### config.mk
export PLATFORM = sky130hd
export DESIGN_NAME = alu_issue_stage
export DESIGN_NICKNAME = d
export VERILOG_FILES = /design/src/rtl/alu_pkg.sv /design/src/rtl/alu_decode.sv /design/src/rtl/alu_issue_stage.sv
export SDC_FILE = /design/constraint.sdc
export NUM_CORES = 1
export LEC_CHECK = 0
export CAP_MARGIN = 10
export CORE_MARGIN = 2
export CORE_UTILIZATION = 48
export DETAILED_ROUTE_END_ITERATION = 10
export GPL_TIMING_DRIVEN = 0
export PLACE_DENSITY = 0.82
export SLEW_MARGIN = 20
export SYNTH_ARGS = -nofsm -noshare
export SYNTH_HDL_FRONTEND = slang
export SYNTH_SLANG_ARGS = --single-unit
### constraint.sdc
create_clock -name clk -period 2.4 [get_ports clk]
set_clock_uncertainty 0.15 [all_clocks]
set_input_delay 0.72 -clock clk [delete_from_list [all_inputs] [get_ports clk]]
set_output_delay 0.72 -clock clk [all_outputs]
set_load 0.01 [all_outputs]
### src/rtl/alu_pkg.sv
// Shared definitions for the ALU issue stage: ALU control codes, RV32I opcodes,
// issue-bundle field widths and the funct3 -> ALU operation map.
package alu_pkg;

    localparam int INSTR_W = 32;
    localparam int CTRL_W  = 4;

    localparam logic [CTRL_W-1:0] ALU_ADD  = 4'b0000;
    localparam logic [CTRL_W-1:0] ALU_SUB  = 4'b0001;
    localparam logic [CTRL_W-1:0] ALU_AND  = 4'b0010;
    localparam logic [CTRL_W-1:0] ALU_OR   = 4'b0011;
    localparam logic [CTRL_W-1:0] ALU_SLT  = 4'b0100;
    localparam logic [CTRL_W-1:0] ALU_SLTU = 4'b0101;
    localparam logic [CTRL_W-1:0] ALU_XOR  = 4'b0110;
    localparam logic [CTRL_W-1:0] ALU_SLL  = 4'b0111;
    localparam logic [CTRL_W-1:0] ALU_SRL  = 4'b1000;
    localparam logic [CTRL_W-1:0] ALU_SRA  = 4'b1001;
    localparam logic [CTRL_W-1:0] ALU_NONE = 4'b1111;

    localparam logic [6:0] OPC_OP     = 7'b0110011;
    localparam logic [6:0] OPC_OP_IMM = 7'b0010011;
    localparam logic [6:0] OPC_BRANCH = 7'b1100011;
    localparam logic [6:0] OPC_LUI    = 7'b0110111;
    localparam logic [6:0] OPC_AUIPC  = 7'b0010111;
    localparam logic [6:0] OPC_LOAD   = 7'b0000011;
    localparam logic [6:0] OPC_STORE  = 7'b0100011;
    localparam logic [6:0] OPC_JAL    = 7'b1101111;
    localparam logic [6:0] OPC_JALR   = 7'b1100111;

    typedef enum logic [1:0] {ST_EMPTY, ST_ONE, ST_FULL} occ_state_t;

    // sub_en: funct3 000 honours instr[30] (register form only).
    function automatic logic [CTRL_W-1:0] funct3_to_alu(input logic [2:0] f3,
                                                        input logic sub_en,
                                                        input logic alt);
        case (f3)
            3'b000:  return (sub_en && alt) ? ALU_SUB : ALU_ADD;
            3'b001:  return ALU_SLL;
            3'b010:  return ALU_SLT;
            3'b011:  return ALU_SLTU;
            3'b100:  return ALU_XOR;
            3'b101:  return alt ? ALU_SRA : ALU_SRL;
            3'b110:  return ALU_OR;
            default: return ALU_AND;
        endcase
    endfunction

endpackage

### src/rtl/alu_decode.sv
// Combinational RV32I decoder: instruction + operands -> ALU issue bundle.
// ALU_ISSUE_ILLEGAL_EN: unsupported encodings issue as ALU_NONE with illegal=1.
module alu_decode
    import alu_pkg::*;
#(
    parameter int WIDTH = 32
) (
    input  logic [INSTR_W-1:0] instr,
    input  logic [WIDTH-1:0]   pc,
    input  logic [WIDTH-1:0]   rs1_data,
    input  logic [WIDTH-1:0]   rs2_data,
    output logic [WIDTH-1:0]   alu_a,
    output logic [WIDTH-1:0]   alu_b,
    output logic [CTRL_W-1:0]  alu_ctrl,
    output logic               funct3_0,
    output logic               is_branch,
    output logic               illegal
);

    logic [6:0]       opcode;
    logic [2:0]       funct3;
    logic [WIDTH-1:0] imm_i, imm_s, imm_u, shamt;
    logic             supported;

    assign opcode   = instr[6:0];
    assign funct3   = instr[14:12];
    assign funct3_0 = instr[12];
    assign imm_i    = WIDTH'($signed(instr[31:20]));
    assign imm_s    = WIDTH'($signed({instr[31:25], instr[11:7]}));
    assign imm_u    = WIDTH'($signed({instr[31:12], 12'h000}));
    assign shamt    = WIDTH'(instr[24:20]);

    always_comb begin
        alu_a     = rs1_data;
        alu_b     = imm_i;
        alu_ctrl  = ALU_ADD;
        is_branch = 1'b0;
        supported = 1'b1;
        case (opcode)
            OPC_OP: begin
                alu_b    = rs2_data;
                alu_ctrl = funct3_to_alu(funct3, 1'b1, instr[30]);
            end
            OPC_OP_IMM: begin
                alu_ctrl = funct3_to_alu(funct3, 1'b0, instr[30]);
                if (funct3[1:0] == 2'b01) alu_b = shamt;
            end
            OPC_BRANCH: begin
                alu_b     = rs2_data;
                is_branch = 1'b1;
                case (funct3[2:1])
                    2'b00:   alu_ctrl = ALU_SUB;
                    2'b10:   alu_ctrl = ALU_SLT;
                    2'b11:   alu_ctrl = ALU_SLTU;
                    default: supported = 1'b0;
                endcase
            end
            OPC_LUI: begin
                alu_a = '0;
                alu_b = imm_u;
            end
            OPC_AUIPC: begin
                alu_a = pc;
                alu_b = imm_u;
            end
            OPC_LOAD:  alu_b = imm_i;
            OPC_STORE: alu_b = imm_s;
            OPC_JAL, OPC_JALR: begin
                alu_a = pc;
                alu_b = WIDTH'(4);
            end
            default: supported = 1'b0;
        endcase

        if (!supported) begin
`ifdef ALU_ISSUE_ILLEGAL_EN
            alu_a     = '0;
            alu_b     = '0;
            alu_ctrl  = ALU_NONE;
`else
            alu_a     = rs1_data;
            alu_b     = imm_i;
            alu_ctrl  = ALU_ADD;
`endif
            is_branch = 1'b0;
        end
    end

`ifdef ALU_ISSUE_ILLEGAL_EN
    assign illegal = !supported;
`else
    assign illegal = 1'b0;
`endif

endmodule

### src/rtl/alu_issue_stage.sv
// Decode-and-issue stage toward the EX ALU, with a 2-entry skid buffer and flush.
// Optional ALU_ISSUE_ILLEGAL_EN flags unsupported encodings (see alu_decode).
module alu_issue_stage
    import alu_pkg::*;
#(
    parameter int WIDTH = 32
) (
    input  logic               clk,
    input  logic               rst_n,
    input  logic               flush,
    input  logic               in_valid,
    output logic               in_ready,
    input  logic [INSTR_W-1:0] instr,
    input  logic [WIDTH-1:0]   pc,
    input  logic [WIDTH-1:0]   rs1_data,
    input  logic [WIDTH-1:0]   rs2_data,
    output logic               out_valid,
    input  logic               out_ready,
    output logic [WIDTH-1:0]   alu_a,
    output logic [WIDTH-1:0]   alu_b,
    output logic [CTRL_W-1:0]  alu_ctrl,
    output logic               funct3_0,
    output logic               is_branch,
    output logic               illegal
);

    typedef struct packed {
        logic [WIDTH-1:0]  a;
        logic [WIDTH-1:0]  b;
        logic [CTRL_W-1:0] ctrl;
        logic              f3_0;
        logic              branch;
        logic              illegal;
    } bundle_t;

    bundle_t    dec, main_q, skid_q;
    occ_state_t state_q, state_d;
    logic       accept, drain, load_main, load_skid, skid_to_main;

    alu_decode #(.WIDTH(WIDTH)) u_decode (
        .instr     (instr),
        .pc        (pc),
        .rs1_data  (rs1_data),
        .rs2_data  (rs2_data),
        .alu_a     (dec.a),
        .alu_b     (dec.b),
        .alu_ctrl  (dec.ctrl),
        .funct3_0  (dec.f3_0),
        .is_branch (dec.branch),
        .illegal   (dec.illegal)
    );

    assign out_valid = (state_q != ST_EMPTY);
    assign accept    = in_valid && in_ready;
    assign drain     = out_valid && out_ready;

    always_comb begin
        state_d      = state_q;
        load_main    = 1'b0;
        load_skid    = 1'b0;
        skid_to_main = 1'b0;
        if (flush) begin
            state_d = ST_EMPTY;
        end else begin
            case (state_q)
                ST_EMPTY: if (accept) begin
                    state_d   = ST_ONE;
                    load_main = 1'b1;
                end
                ST_ONE: begin
                    if (accept && !drain) begin
                        state_d   = ST_FULL;
                        load_skid = 1'b1;
                    end else if (accept && drain) begin
                        load_main = 1'b1;
                    end else if (drain) begin
                        state_d = ST_EMPTY;
                    end
                end
                ST_FULL: if (drain) begin
                    state_d      = ST_ONE;
                    skid_to_main = 1'b1;
                end
                default: state_d = ST_EMPTY;
            endcase
        end
    end

    always_ff @(posedge clk or negedge rst_n) begin
        if (!rst_n) begin
            state_q  <= ST_EMPTY;
            in_ready <= 1'b1;
            main_q   <= '0;
            skid_q   <= '0;
        end else begin
            state_q  <= state_d;
            in_ready <= (state_d != ST_FULL);
            if (load_main)         main_q <= dec;
            else if (skid_to_main) main_q <= skid_q;
            if (load_skid)         skid_q <= dec;
        end
    end

    assign alu_a     = main_q.a;
    assign alu_b     = main_q.b;
    assign alu_ctrl  = main_q.ctrl;
    assign funct3_0  = main_q.f3_0;
    assign is_branch = main_q.branch;
    assign illegal   = main_q.illegal;

endmodule

### After elaboration in Yosys (flattened, before gate mapping)

Cells that the tools add are included.
W data, S select, Z words.

| word-level totals | value |
|---|---|
| bits in registers | 144 |
| bits of input ports | 133 |
| output and inout bits | 73 |
| word-level logic and storage cells | 86 |

| operators by class | value |
|---|---|
| equality and inequality tests | 21 |
| mux-type cells | 36 |
| reduce and logical (&&, ||, !) cells | 16 |

Operator list:

| operator | number |
|---|---|
| $pmux W32 S5 | 1 |
| $mux W71 | 2 |
| $mux W32 | 3 |
| $pmux W32 S2 | 1 |
| $pmux W4 S7 | 2 |
| $eq A7 B6 Y1 const B | 3 |
| $eq A7 B7 Y1 const B | 3 |
| $mux W1 | 15 |
| $eq A7 B5 Y1 const B | 2 |
| $mux W2 | 6 |
| $pmux W4 S3 | 1 |
| $eq A3 B3 Y1 const B | 3 |
| $pmux W3 S3 | 1 |
| $reduce_or A8 Y1 | 1 |
| $eq A7 B2 Y1 const B | 1 |
| $eq A2 B2 Y1 const B | 3 |
| $eq A3 B2 Y1 const B | 2 |
| $pmux W2 S3 | 1 |
| $reduce_or A2 Y1 | 3 |
| $reduce_or A3 Y1 | 2 |
| $eq A2 B1 Y1 const B | 2 |
| $logic_and A1 B1 Y1 | 4 |
| $logic_not A2 Y1 | 2 |
| $mux W4 | 1 |
| other kinds (6) | 8 |

### Depth between registers and ports, before layout

| logic depth | value |
|---|---|
| depth in word-level cells | 8 |
| mapped depth | 8 |
| mapped depth without buffers | 7 |

### Hierarchy

Synthesis repeated with hierarchy kept, for this count alone.

| second synthesis, totals | value |
|---|---|
| cells, all modules | 586 |
| area total of the unflattened synthesis | 7168.1 um2 |

Modules (own cells, without submodules):

| module | times used | cells each | area an instance (um2) | seq. area each (um2) |
|---|---|---|---|---|
| alu_issue_stage | 1 | 404 | 5944.5 | 3629.7 |
| alu_decode | 1 | 182 | 1223.7 | 0.0 |

### Worst setup path before layout

No wires, ideal clock.

| timing | value |
|---|---|
| kind | input to register |
| start point | input instr[14] |
| end point | register main_q, in the netlist alu_b[10] |
| setup time | 137 ps |
| arrival | 2083 ps |
| required time | 2113 ps |
| setup slack | 30 ps |
| cell stages on the path | 7 |
| path buffers | 0 |
| cells stage by stage | inv_1 -> ha_1 -> o21ai_0 -> o211ai_2 -> a32o_2 -> a22oi_2 -> a21oi_1 |

| on the way | value |
|---|---|
| word-level cells in the longest chain between the ends | 6 |
| elaborated cells between the ends (all ways) | 8 |
| those cells by class | eq/ne (2); mux (4); reduce/logical (2) |

RTL lines:

| element | line | RTL |
|---|---|---|
| from (decl) | alu_issue_stage.sv:13 | `input logic [INSTR_W-1:0] instr,` |
| $eq A2 B2 Y1 / $logic_not A2 Y1 (equally long branches) | alu_decode.sv:51 | `case (funct3[2:1])` |
| $reduce_or A3 Y1 (no source line) * | - |  |
| $mux W1 * | alu_decode.sv:51 |  |
| $pmux W1 S2 * | alu_decode.sv:39 | `case (opcode)` |
| $mux W32 * | alu_decode.sv:75 | `if (!supported) begin` |
| $mux W71 * | alu_issue_stage.sv:98 | `if (load_main) main_q <= dec;` |
| to (signal assigned) | alu_issue_stage.sv:99 | `else if (skid_to_main) main_q <= skid_q;` |
| to (decl) | alu_issue_stage.sv:36 | `bundle_t dec, main_q, skid_q;` |

Every way passes the cells marked *; elsewhere a longest branch is shown, timed or not.
A chain may end at the register's enable or synchronous reset.

### Worst setup path in the final report

| timing | value |
|---|---|
| start point | input instr[6] |
| end point | register skid_q[37] in the netlist's numbering |

| on the way | value |
|---|---|
| word-level cells in the longest chain between the ends | 4 |
| elaborated cells between the ends (all ways) | 16 |
| those cells by class | eq/ne (9); mux (3); reduce/logical (4) |

RTL lines:

| element | line | RTL |
|---|---|---|
| $eq A7 B6 Y1, or another cell as far along | alu_decode.sv:39 |  |
| $reduce_or A8 Y1 (no source line) / $reduce_or A2 Y1 (equally long branches) | - |  |
| $pmux W1 S2 / $pmux W32 S5 (equally long branches) | alu_decode.sv:39 |  |
| $mux W32 * | alu_decode.sv:75 |  |
| to (signal assigned) | alu_issue_stage.sv:94 | `skid_q <= '0;` |
| to (signal assigned) | alu_issue_stage.sv:100 | `if (load_skid) skid_q <= dec;` |
| to (decl) | alu_issue_stage.sv:36 |  |

Marked as above.

==> metrics list <==
* Area of the die: 15,900 um2
- Using the TritonRoute via totals, the vias-per-cell ratio works out to between 5 and 6.
- Count of hold buffers inserted by post-cts repair: 0
* Count of vias placed by the detailed router: slightly below 7,000
* Final total negative setup slack: 0 ps
- In this run the most used layer during global routing was met2.
* Largest driver fanout on the critical path: 10
* Remaining antenna violation count after routing: 0
- Setup repair after global routing missed its margin: yes
* Post-synthesis sequential area ratio: 50.2%
* Height of the die: about 130 um
* Required time of the worst setup path: 2530 ps
- Summing internal, switching and leakage power gives roughly 8.0 mW.
- The critical path contains buffers and inverters numbering 4 combined.
- Post-synth top area cell: dfrtp_1
- Horizontal die dimension: roughly 130 um
* Capturing element type of the critical path: flip-flop
- Top cells by area, synth: dfrtp_1 (50%), a211oi_1 (5.0%), nor2b_1 (4.6%)
- In this run, synthesis produced a sequential element count of 143.
- CTS built an H-tree with a depth of 4.
- The floorplan has 44 rows.
- Synthesis produced a netlist whose cell count is around 710.
- For this run, the leading register cell type out of synthesis is dfrtp_1.
* Relative slew slack: around 64%
- The flow ran to the end, and the final reports show no timing, DRC or antenna violations.
- Clock tree buffer depth: 2
- Post-synth top area share: between 40% and 50%
* Number of failing hold endpoints at the final stage: 0
- Sum of net half-perimeters after detailed placement: between 15,000 and 20,000 um
- The first routing iteration left between 500 and 600 violations.
* GR Util met1: roughly 38%
* Post-synthesis net count: about 840
- Most frequent cells after synthesis: dfrtp_1 (142), nand2_1 (81), nor2b_1 (53)
* Power density relative to cell area: 768 nW/um2
- In the global route stage, overall resource usage came out at 28.9%.
- Worst supply voltage drop on vdd: 0.610 mV
- Proportion of register bits with asynchronous set or reset after synthesis: 100%
* Delay contributed by the slowest stage of the critical path: about 400 ps
* Met3 layer usage reported by global route: around 6.0%
- Port Buffers: approximately 200
- During synthesis, Yosys emitted a total of 0 warnings.
- Clock Root Buffer: clkbuf_16
- Number of detailed-routing iterations run before antenna repair: 5
- Leakage power of the design: ~4.3 nW
- Routability-driven placement finished with a final weighted congestion of 0.839.
- By startpoint and endpoint, the worst setup path is classified as in -> reg.
- DRC errors left: 0
* Starting Density: 49.1%
- Maximum number of pins on one net before global-route repair: 76
- Clock tree from TritonCTS: done
- Initial antenna violation count: 1
- The cell area that synthesis handed to floorplanning was roughly 7000 um2.
- Clock Pin Slew Worst Setup and Hold Paths: roughly 60 ps
- In this design, the critical path's most frequently occurring cell is buf_6.
- Hold is met by roughly 95 ps.
- Number of distinct library cell variants in the gate-level netlist after synthesis: 59
* Max Cap Viol: 0
* Worst-Skew Late Latency: 410 ps
- The first global-routing pass estimated approximately 36,000 um of wire.
- Net count, final: 1,079
* Worst-Margin Slew: approximately 540 ps
- Timing would allow up to 424 MHz.
* Path class of the lowest-slack min-delay path: in -> async
- Sort of element at the start of the critical path: input port
- In the post-synthesis netlist, the cell with the most instances is dfrtp_1.
* Share of final-layout standard cells stronger than drive strength 1: 16.0%
- Cells along the critical path: dlygate4sd2_1 -> buf_6 -> xor2_1 -> and3_4 -> buf_6 -> buf_4 -> a2111oi_4 -> o21ai_0
- Counting I/O delays and the setup requirement, the final critical path takes ~2400 ps.
* Final design utilization: 71.2%
* Number of global-route vias before repair: ~6,900
* Total wire length after detailed routing: around 23,000 um
- Io pins: 206
* GR Util met2: a little under half
- Sum of overflow across all layers after global routing: 0
- EDFF count, synth: 0
- The core region is approximately 15,000 um2.
- Buffers inserted during clock tree synthesis total 17.
- Area added between synthesis and finish: 45.1%
- Setup violations remaining at the end of the flow were counted as 0.
* Average instance area after synthesis: a little over 10 um2
- # clock sinks: between 100 and 150
- The slowest stage of the critical path is the a2111oi_4 cell.
* Final max-slew violation count: 0
- Final routed wire length divided by cell count: roughly 20 um
- Among cell families on the critical path, the largest total delay comes from buffers and inverters.
- Of the available clock period, the critical path in the final layout requires 98.2%.
* Critical path arrival: about 2500 ps
path summary, 6_finish.rpt:
path	startpoint	slack (ps)	depth (start not counted)	to
max	instr[6]	40	8	skid_q[37]
min	rst_n	100	1	skid_q[23]
max reg2reg	in_ready	340	6	alu_a[24]
min reg2reg	skid_q[10]	330	2	skid_q[10]
max in group asynchronous	rst_n	1220	2	in_ready
min in group clk	skid_q[10]	330	2	skid_q[10]
per-stage QoR:
step	instances	cell area, um2	setup slack, ps
after floorplan	708	7140	30.1
after global placement	1094	9390	-5170
after detailed placement	1095	9420	-1080
after CTS	1139	10300	2.02
after global routing	1141	10400	-27.8
final	1141	10400	43.4
repair_timing:
item | 4_1_cts | 5_1_grt
endpoints found under the hold margin | 0 | 0
gates resized for setup | 58 | 39
setup endpoints to repair | 141 | 138
gates cloned | 1 | 0
pin swaps | 16 | 6
setup buffers | 13 | 1
worst register-to-register path: cells and delay by family (launching register included):
kind	cells	cell delay (ps)
AO/OA/AOI/OAI	2	230
buffers and inverters	2	520
flip-flops	1	530
AND/OR/NAND/NOR	2	550
layout make-up:
cell class / count / area (um2)
flip-flops and latches: 143 / 3580
plain buffers: 57 / 364
well taps: 184 / 230
repair buffers: 218 / 2190
fillers: 1061 / 4180
clock buffers: 17 / 425
diodes: 1 / 2.50
clock inverters: 15 / 210
multi-input cells: 502 / 3340
inverters: 4 / 15.0
routing by layer:
| metal | part of all wire [%] | vias to the layer above |
|---|---|---|
| li1 | - | 3071 |
| met3 | 7.3 | 47 |
| met4 | 3.1 | 0 |
| met5 | 0 | - |
| met2 | 48 | 351 |
| met1 | 41 | 3350 |
where the power goes:
group | internal [mW] | total, mW | leakage (nW) | switching, mW
logic | 1.01 | 1.86 | 2.27 | 0.849
registers | 2.95 | 3.25 | 1.73 | 0.300
clock network | 1.76 | 2.84 | 0.310 | 1.08
cells in the final DEF, fill, tap and decap left out, types with 4 or more instances in the layout:
master and count:
dfrtp_1 141, buf_6 11, nand2_2 5, clkinv_4 5, a22o_1 18, nor3_2 10, clkbuf_2 20, clkbuf_16 17
nor3_1 8, clkbuf_1 4, o21ai_1 43, clkdlybuf4s50_1 192, o21ai_0 27, buf_2 14, a31oi_1 11, a22oi_2 5
dlygate4sd2_1 7, a211oi_1 48, inv_1 4, mux2i_1 26, o22ai_1 19, clkbuf_4 4, a21oi_1 47, nand2_1 81
nor2_1 14, buf_4 18, nor2b_1 52, bufinv_16 4, a22oi_1 35
state kept, by name, summed over array words and instances, names as in the netlist:
name,flops
alu_a,32
alu_b,32
alu_ctrl,4
funct3_0,1
in_ready,1
is_branch,1
skid_q,70
state_q,2
cells by family after synthesis:
group / after synthesis / synth area share, %
DFF: 143 / 50.2
AOI/OAI and AO/OA: 265 / 24.5
other: 1 / 0.0526
xor gates and xnor gates: 4 / 0.491
muxes: 26 / 3.65
adders and majority gates: 3 / 0.526
buffers and inverters: 63 / 4.31
and+or+nand+nor: 203 / 16.3
(Power assumes the default switching activity.)
